[src/rtl/gray_window_sequencer.sv]
// Walks every 3x3 window of an RGB frame in pixel memory, fills the
// converter's registered input buses, and offers the nine gray results
// downstream with a valid/ready handshake.
module gray_window_sequencer #(
    parameter int BIT_PER_PIXEL = 8,
    parameter int NUM_PIXELS    = 9,
    parameter int ADDR_WIDTH    = 16,
    parameter int DIM_WIDTH     = 10
) (
    input  logic                                clk,
    input  logic                                reset,
    input  logic                                start,
    input  logic [ADDR_WIDTH-1:0]               base_addr,
    input  logic [DIM_WIDTH-1:0]                img_width,
    input  logic [DIM_WIDTH-1:0]                img_height,
    output logic                                busy,
    output logic                                done,
    output logic                                mem_rd_en,
    output logic [ADDR_WIDTH-1:0]               mem_rd_addr,
    input  logic [3*BIT_PER_PIXEL-1:0]          mem_rd_data,
    output logic [NUM_PIXELS*BIT_PER_PIXEL-1:0] win_red,
    output logic [NUM_PIXELS*BIT_PER_PIXEL-1:0] win_green,
    output logic [NUM_PIXELS*BIT_PER_PIXEL-1:0] win_blue,
    input  logic [NUM_PIXELS*BIT_PER_PIXEL-1:0] gray_in,
    output logic                                out_valid,
    input  logic                                out_ready,
    output logic [NUM_PIXELS*BIT_PER_PIXEL-1:0] out_gray,
    output logic [DIM_WIDTH-1:0]                out_row,
    output logic [DIM_WIDTH-1:0]                out_col
);

    localparam int BUS_W = NUM_PIXELS * BIT_PER_PIXEL;

    typedef enum logic [2:0] {
        ST_IDLE  = 3'd0,
        ST_FETCH = 3'd1,
        ST_DRAIN = 3'd2,
        ST_WAIT  = 3'd3,
        ST_OUT   = 3'd4
    } state_t;

    state_t                 state_r, state_s;
    logic [3:0]             k_r, k_s;           // read index within the window
    logic [1:0]             kc_r, kc_s;         // column within the current window row
    logic [DIM_WIDTH-1:0]   w_r, w_s, h_r, h_s, r_r, r_s, c_r, c_s;
    logic [ADDR_WIDTH-1:0]  row_start_r, row_start_s;   // address of pixel (r,0)
    logic [ADDR_WIDTH-1:0]  win_base_r, win_base_s;     // address of pixel (r,c)
    logic [ADDR_WIDTH-1:0]  rd_addr_r, rd_addr_s;
    logic                   rd_en_r, rd_en_s;
    logic                   done_r, done_s;
    logic                   busy_r, out_valid_r;
    logic                   cap_valid_r;
    logic [3:0]             cap_slot_r;
    logic [BUS_W-1:0]       win_red_r, win_green_r, win_blue_r;
    logic [ADDR_WIDTH-1:0]  w_ext_s;

    // Zero-extended width used for row stepping in the address path.
    assign w_ext_s = ADDR_WIDTH'(w_r);

    // Next-state, position and read-address generation.
    always_comb begin
        state_s     = state_r;
        k_s         = k_r;
        kc_s        = kc_r;
        w_s         = w_r;
        h_s         = h_r;
        r_s         = r_r;
        c_s         = c_r;
        row_start_s = row_start_r;
        win_base_s  = win_base_r;
        rd_addr_s   = rd_addr_r;
        rd_en_s     = 1'b0;
        done_s      = 1'b0;
        case (state_r)
            ST_IDLE: begin
                if (start) begin
                    w_s         = img_width;
                    h_s         = img_height;
                    r_s         = {DIM_WIDTH{1'b0}};
                    c_s         = {DIM_WIDTH{1'b0}};
                    row_start_s = base_addr;
                    win_base_s  = base_addr;
                    if ((img_width < DIM_WIDTH'(3)) || (img_height < DIM_WIDTH'(3))) begin
                        // Degenerate frame: no windows, finish immediately.
                        done_s = 1'b1;
                    end else begin
                        state_s   = ST_FETCH;
                        k_s       = 4'd0;
                        kc_s      = 2'd0;
                        rd_en_s   = 1'b1;
                        rd_addr_s = base_addr;
                    end
                end else begin
                    state_s = ST_IDLE;
                end
            end
            ST_FETCH: begin
                if (k_r == 4'd8) begin
                    state_s = ST_DRAIN;
                end else begin
                    k_s     = k_r + 4'd1;
                    rd_en_s = 1'b1;
                    if (kc_r == 2'd2) begin
                        // Wrap to the first pixel of the next window row.
                        kc_s      = 2'd0;
                        rd_addr_s = rd_addr_r + w_ext_s - ADDR_WIDTH'(2);
                    end else begin
                        kc_s      = kc_r + 2'd1;
                        rd_addr_s = rd_addr_r + ADDR_WIDTH'(1);
                    end
                end
            end
            ST_DRAIN: begin
                state_s = ST_WAIT;
            end
            ST_WAIT: begin
                state_s = ST_OUT;
            end
            ST_OUT: begin
                if (out_ready) begin
                    if (c_r < (w_r - DIM_WIDTH'(3))) begin
                        c_s        = c_r + DIM_WIDTH'(1);
                        win_base_s = win_base_r + ADDR_WIDTH'(1);
                        rd_addr_s  = win_base_r + ADDR_WIDTH'(1);
                        state_s    = ST_FETCH;
                        k_s        = 4'd0;
                        kc_s       = 2'd0;
                        rd_en_s    = 1'b1;
                    end else if (r_r < (h_r - DIM_WIDTH'(3))) begin
                        r_s         = r_r + DIM_WIDTH'(1);
                        c_s         = {DIM_WIDTH{1'b0}};
                        row_start_s = row_start_r + w_ext_s;
                        win_base_s  = row_start_r + w_ext_s;
                        rd_addr_s   = row_start_r + w_ext_s;
                        state_s     = ST_FETCH;
                        k_s         = 4'd0;
                        kc_s        = 2'd0;
                        rd_en_s     = 1'b1;
                    end else begin
                        state_s = ST_IDLE;
                        done_s  = 1'b1;
                    end
                end else begin
                    state_s = ST_OUT;
                end
            end
            default: begin
                state_s = ST_IDLE;
            end
        endcase
    end

    // Control state and registered handshake/status outputs.
    always_ff @(posedge clk) begin
        if (reset) begin
            state_r     <= ST_IDLE;
            k_r         <= 4'd0;
            kc_r        <= 2'd0;
            w_r         <= {DIM_WIDTH{1'b0}};
            h_r         <= {DIM_WIDTH{1'b0}};
            r_r         <= {DIM_WIDTH{1'b0}};
            c_r         <= {DIM_WIDTH{1'b0}};
            row_start_r <= {ADDR_WIDTH{1'b0}};
            win_base_r  <= {ADDR_WIDTH{1'b0}};
            rd_addr_r   <= {ADDR_WIDTH{1'b0}};
            rd_en_r     <= 1'b0;
            done_r      <= 1'b0;
            busy_r      <= 1'b0;
            out_valid_r <= 1'b0;
            cap_valid_r <= 1'b0;
            cap_slot_r  <= 4'd0;
        end else begin
            state_r     <= state_s;
            k_r         <= k_s;
            kc_r        <= kc_s;
            w_r         <= w_s;
            h_r         <= h_s;
            r_r         <= r_s;
            c_r         <= c_s;
            row_start_r <= row_start_s;
            win_base_r  <= win_base_s;
            rd_addr_r   <= rd_addr_s;
            rd_en_r     <= rd_en_s;
            done_r      <= done_s;
            busy_r      <= (state_s != ST_IDLE);
            out_valid_r <= (state_s == ST_OUT);
            // Memory data lands one cycle after the strobe; remember its slot.
            cap_valid_r <= rd_en_r;
            cap_slot_r  <= k_r;
        end
    end

    // Window capture: write returning pixel data into its slot.
    always_ff @(posedge clk) begin
        if (reset) begin
            win_red_r   <= {BUS_W{1'b0}};
            win_green_r <= {BUS_W{1'b0}};
            win_blue_r  <= {BUS_W{1'b0}};
        end else if (cap_valid_r) begin
            win_red_r[int'(cap_slot_r)*BIT_PER_PIXEL +: BIT_PER_PIXEL]   <= mem_rd_data[3*BIT_PER_PIXEL-1 -: BIT_PER_PIXEL];
            win_green_r[int'(cap_slot_r)*BIT_PER_PIXEL +: BIT_PER_PIXEL] <= mem_rd_data[2*BIT_PER_PIXEL-1 -: BIT_PER_PIXEL];
            win_blue_r[int'(cap_slot_r)*BIT_PER_PIXEL +: BIT_PER_PIXEL]  <= mem_rd_data[BIT_PER_PIXEL-1:0];
        end
    end

    assign busy        = busy_r;
    assign done        = done_r;
    assign mem_rd_en   = rd_en_r;
    assign mem_rd_addr = rd_addr_r;
    assign win_red     = win_red_r;
    assign win_green   = win_green_r;
    assign win_blue    = win_blue_r;
    assign out_valid   = out_valid_r;
    // The converter output is registered and held stable by win_* in OUT.
    assign out_gray    = gray_in;
    assign out_row     = r_r;
    assign out_col     = c_r;

endmodule

[config.mk]
export PLATFORM = sky130hd
export DESIGN_NAME = gray_window_sequencer
export DESIGN_NICKNAME = d
export VERILOG_FILES = /design/src/rtl/gray_window_sequencer.sv
export SDC_FILE = /design/constraint.sdc
export NUM_CORES = 1
export LEC_CHECK = 0
export ABC_CLOCK_PERIOD_IN_PS = 6000
export CAP_MARGIN = 20
export CORE_ASPECT_RATIO = 1.75
export CORE_MARGIN = 4
export CORE_UTILIZATION = 52
export DETAILED_ROUTE_END_ITERATION = 10
export PLACE_DENSITY_LB_ADDON = 0.08
export SLEW_MARGIN = 10
export SYNTH_ARGS = -nofsm -noshare
export SYNTH_HDL_FRONTEND = slang
export SYNTH_SLANG_ARGS = --single-unit
[constraint.sdc]
create_clock -name clk -period 6 [get_ports clk]
set_input_delay 0.9 -clock clk [delete_from_list [all_inputs] [get_ports clk]]
set_output_delay 0.9 -clock clk [all_outputs]
set_load 0.02 [all_outputs]
# After elaboration in Yosys (flattened, before gate mapping)
# Cells that the tools add are included.
# W data, S select, Z words.
# totals
register_bits	322
inputBits	136
output_inout_bits	328
elab_cells	122
# classes
add_sub_neg	12
magnitude_cmp	4
eq_ne	14
n_shift	4
mux	60
n_reduce_logical	9
# ops
operator	n
$bwmux W72	3
$shiftx A8 B33 Y72	3
$mux W16	10
$shift A8 B33 Y72 const A	1
$mux W10	7
$pmux W16 S2	2
$pmux W16 S3	1
$pmux W10 S2	2
$neg A7 Y33	1
$add A16 B1 Y16 const B	2
$add A16 B10 Y16	2
$mux W4	6
$add A10 B1 Y10 const B	2
$lt A10 B10 Y1	2
$lt A10 B2 Y1 const B	2
$sub A10 B2 Y10 const B	2
$sub A16 B2 Y16 const B	1
$pmux W3 S5	1
$mux W2	7
$mux W1	13
$mux W3	4
$ne A2 B2 Y1 const B	6
$pmux W4 S3	1
$eq A3 B2 Y1 const B	2
18 further kinds	20

# Longest topological paths before layout
# depth
word_depth	7
mapped_depth	15
ltp_nobuf	13

# Worst setup path after synthesis
# OpenSTA, ideal clock, no wires.
# synth_path
kind	reg2reg
start	register h_r[2]
end	register r_r[8] (netlist: out_row[8])
setup_ns	0.071
t_arrival_ns	3.460
t_required_ns	5.929
setup_slack_ns	2.469
stages_incl_launch_ff	12
n_path_buf	0
period_less_slack_ns	3.531
cell_sequence	dfxtp_1 > or4_1 > or2_2 > a21oi_1 > xnor2_1 > ha_1 > a211o_1 > or4_4 > a21oi_4 > o2111ai_4 > or4_1 > a21oi_1
# synth_via
elab_chain_len	4
# synth_lines
item	line_no	source
start, declared	45	logic [DIM_WIDTH-1:0] w_r, w_s, h_r, h_s, r_r, r_s, c_r, c_s;
start signal, assigned	160	h_r <= {DIM_WIDTH{1'b0}};
start signal, assigned	177	h_r <= h_s;
$sub A10 B2 Y10	129	end else if (r_r < (h_r - DIM_WIDTH'(3))) begin
$lt A10 B10 Y1	129	
$ne A2 B2 Y1 (no line)	--	
$reduce_and A5 Y1 (no line)	--	
end signal, assigned	161	r_r <= {DIM_WIDTH{1'b0}};
end signal, assigned	178	r_r <= r_s;
end, declared	45	
# No other way between the ends.
# A chain may end at the register's enable or synchronous reset.

# Worst setup path in the final report
# layout_path
start	register w_r[0]
end	register win_base_r[12]
# layout_via
elab_chain_len	5
word_cells_on_any_way	9
classes_between	add/sub (2); order compare (1); eq/ne (1); mux (4); reduce/logical (1)
# layout_lines
item	line_no	source
start, declared	45	
start signal, assigned	159	w_r <= {DIM_WIDTH{1'b0}};
start signal, assigned	176	w_r <= w_s;
$sub A10 B2 Y10 / $add A16 B10 Y16 (equally long branches)	121, 133	
$lt A10 B10 Y1 / $mux W16 (equally long branches)	121, 129	
$mux W16	121	if (c_r < (w_r - DIM_WIDTH'(3))) begin
$mux W16	120	if (out_ready) begin
$pmux W16 S2	74	case (state_r)
end signal, assigned	164	win_base_r <= {ADDR_WIDTH{1'b0}};
end signal, assigned	181	win_base_r <= win_base_s;
end, declared	47	logic [ADDR_WIDTH-1:0] win_base_r, win_base_s;
# Parallel ways exist; a longest one is shown, timed or not. The select of a mux whose other input is x is not followed.

==> impl_metrics.py <==
metrics = {
    "run_status": {
        "status": "completed",
    },
    "power_and_ir_drop": {
        "power_mw": 4.81,
        "power_density_mw_per_mm2": 245,
        "p_clk_share_pct": 39.0,
        "p_leak_nw": 7.03,
        "switchingPower_mw": 1.31,
        "ir_drop_v": 0.000219,
        "seq_power_share_pct": 46.6,
        "p_int_mw": 3.50,
        "pwr-share-comb_pct": 14.4,
        "p_sw_share_pct": 27.3,
    },
    "floorplanning": {
        "num_rows": 84,
        "io_pins": 464,
        "die_h_um": 239,
        "die_w_um": 140,
        "die_area_mm2": 0.0335,
        "coreArea_mm2": 0.0301,
        "initial_core_util_pct": 52.7,
    },
    "worst_setup_path": {
        "crit_family": "compound AO/OA/AOI/OAI gates",
        "crit_arrival_ns": 4.83,
        "path_class": "reg2reg",
        "crit_buf_inv": 0,
        "crit_path_max_fanout": 18,
        "slowest_delay_ns": 0.77,
        "crit_path_frequent_cell": "ha_1",
        "worstSetupStartpointType": "flip-flop",
        "cpMaxStageDelayCell": "o21ai_2",
        "required_ns": 6.46,
        "crit_path_end_kind": "flip-flop",
        "crit_chain": "ha_1 -> nor3_1 -> and3_1 -> xnor2_1 -> ha_1 -> nand4_1 -> a211oi_1 -> or3_1 -> a31oi_2 -> o21ai_2 -> nor2_1 -> a221oi_1",
    },
    "clock_network": {
        "post_cts_buffers": 0,
        "cts.sinks": 322,
        "ctsHoldBuffers": 0,
        "cts-resized-gates": 0,
        "clock_latency_ns": 0.57,
        "cts_buffers": 29,
        "clk_pin_slew_ns": 0.07,
        "cts_tree": "built",
        "cts_max_path_buffers": 3,
        "root_buffer": "clkbuf_16",
        "htree_num_levels": 1,
    },
    "timing": {
        "min_period_ns": 4.37,
        "tightest_slew_ns": 1.14,
        "fin_crit_sh_pct": 72.8,
        "finClkSkew_ns": 0.0234,
        "rsz0062_at_grt": "false",
        "setup_viol": 0,
        "max_freq_mhz": 229,
        "relSlewSlack_pct": 23.8,
        "drv_slew": 0,
        "tns_ns": 0,
        "hold_violations": 0,
    },
    "global_routing": {
        "grt_usage_pct": 30.8,
        "grt_pass1_vias": 14300,
        "grt.overflow.total": 0,
        "grt_max_degree": 129,
        "grt-busiest-layer": "met2",
        "use_met3_pct": 5.40,
        "grt_pass1_wl_mm": 82.0,
        "gr-usage-met2_pct": 57.4,
        "antenna_found_initial": 0,
        "grt_util_met1_pct": 32.8,
    },
    "placed_design": {
        "dpl.hpwl_mm": 40.1,
        "io_buffers": 319,
        "place_area_mm2": 0.0187,
        "gp_congestion": 0.967,
    },
    "drt": {
        "ant_nets": 0,
        "wl_per_cell_um": 21.0,
        "dr.pass1.iters": 5,
        "via_count": 15200,
        "drc": 0,
        "first_iter_violations": 938,
        "vias_per_cell": 5.86,
        "wl_mm": 54.7,
    },
    "logic_synthesis": {
        "postSynthNetCount": 2240,
        "synth_ff_type": "dfxtp_1",
        "synthArstFlopShare_pct": 0,
        "ys_seq_area_share_pct": 40.7,
        "syn-instance-count": 2036,
        "synth-seq-cells": 322,
        "ys_types": 66,
        "synth_edf_count": 0,
        "synthesis.area_mm2": 0.0159,
        "ys_warn_count": 0,
        "syn_avg_cell_area_um2": 7.79,
    },
    "cells_and_area": {
        "layout.cells.most_common": "nand2_1",
        "final_cell_mix": "nand2_1, dfxtp_1, clkdlybuf4s50_1",
        "area_growth_pct": 23.7,
        "final_cell_area_mm2": 0.0196,
        "drive_gt1_share_pct": 4.10,
        "fillers": 2727,
        "antenna_cells": 0,
        "layout.nets": 2399,
    },
    "hold_path": {
        "hp-class": "reg2reg",
    },
    "flow_run": {
        "drv_cap": 0,
    },
}
## synth_stat cells (3+ instances only)
| library cell | instances | area share, % |
|---|---|---|
| xnor2_1 | 52 | 2.9 |
| nor4_1 | 16 | 0.63 |
| mux2i_1 | 30 | 1.9 |
| nand3b_1 | 3 | 0.14 |
| or2_2 | 4 | 0.16 |
| a21oi_1 | 280 | 8.8 |
| nand4_1 | 10 | 0.39 |
| nand3_1 | 89 | 2.8 |
| inv_1 | 64 | 1.5 |
| dfxtp_1 | 322 | 41 |
| nor2_1 | 123 | 2.9 |
| a311oi_1 | 17 | 0.94 |
| a221oi_1 | 10 | 0.55 |
| nand2b_1 | 5 | 0.20 |
| ha_1 | 66 | 5.2 |
| buf_1 | 4 | 0.095 |
| xor2_1 | 13 | 0.72 |
| and3_1 | 9 | 0.36 |
| a31oi_1 | 8 | 0.32 |
| a211oi_1 | 39 | 1.8 |
| a211o_1 | 6 | 0.33 |
| buf_2 | 13 | 0.41 |
| o22ai_1 | 6 | 0.24 |
| o21ai_0 | 43 | 1.4 |
| o211ai_1 | 6 | 0.28 |
| o31a_1 | 4 | 0.22 |
| o21bai_1 | 5 | 0.24 |
| or3_1 | 13 | 0.51 |
| buf_4 | 75 | 3.6 |
| and2_1 | 7 | 0.28 |
| a2111oi_0 | 7 | 0.39 |
| clkbuf_1 | 120 | 2.8 |
| nor3b_1 | 6 | 0.28 |
| o31ai_1 | 4 | 0.19 |
| o21a_1 | 10 | 0.47 |
| nor2b_1 | 7 | 0.28 |
| o2111ai_1 | 5 | 0.28 |
| a21o_1 | 12 | 0.57 |
| nor3_1 | 42 | 1.3 |
| nand2_1 | 449 | 11 |
## kinds of logic after synthesis
family | after synthesis | share of synthesized area [%]
xor gates and xnor gates | 65 | 3.59
buffers and inverters | 276 | 8.41
DFF | 322 | 40.7
adders and majority gates | 68 | 5.46
AOI/OAI and AO/OA | 482 | 18.5
muxes | 31 | 1.96
and+or+nand+nor | 792 | 21.4
## power groups by stage
stage                     combinational [mW]  sequential (mW)  clock [mW]
after detailed placement               0.686             2.29           0
after floorplan                        0.508             2.29           0
after global routing                   0.758             2.25        1.97
final                                  0.693             2.24        1.88
after CTS                              0.689             2.24        1.90
after global placement                 0.671             2.29           0
## flip-flops by register name (all words and copies together) (netlist names), 4 cells and up
name,flops
win_blue,72
win_green,72
win_red,72
mem_rd_addr,16
row_start_r,16
win_base_r,16
h_r,10
out_col,10
out_row,10
w_r,10
cap_slot_r,4
k_r,4
## stage by stage
step / setup slack (ns) / hold WS [ns] / util [%] / instances
finish: 1.63 / 0.449 / 65.2 / 2604
global placement: 1.92 / 0.437 / 61.9 / 2548
CTS: 1.68 / 0.448 / 65.2 / 2603
global route: 1.36 / 0.468 / 65.2 / 2604
floorplan: 2.47 / 0.436 / - / 2036
detailed placement: 1.77 / 0.442 / 62.1 / 2550
## worst min-delay path, stage by stage (launching register included)
cell	delay, ns
dfxtp_1	0.31
nand2_1	0.05
a21oi_1	0.05
## path summary, 6_finish.rpt
| check | from | slack (ns) | cells after the start | endpoint |
|---|---|---|---|---|
| worst max register to register | w_r[0] | 1.63 | 12 | win_base_r[12] |
| worst min-delay path | win_green[63] | 0.45 | 2 | win_green[63] |
| worst max-delay path | w_r[0] | 1.63 | 12 | win_base_r[12] |
| worst min register to register | win_green[63] | 0.45 | 2 | win_green[63] |
## final cells by class
class / instances / area [µm²] / area share, %
multi-input combinational: 1438 / 8110 / 41.4
timing repair buffer: 340 / 3390 / 17.3
sequential: 322 / 6450 / 32.9
tap: 387 / 484 / 2.47
clock buffer: 43 / 828 / 4.22
inverter: 64 / 240 / 1.23
clock inverter: 10 / 111 / 0.568
## layer usage
layer,wire length [µm],vias to the layer above
li1,-,7213
met1,19400,7254
met2,28300,640
met3,3810,138
met4,3130,2
met5,71,-
(Power assumes the default switching activity.)
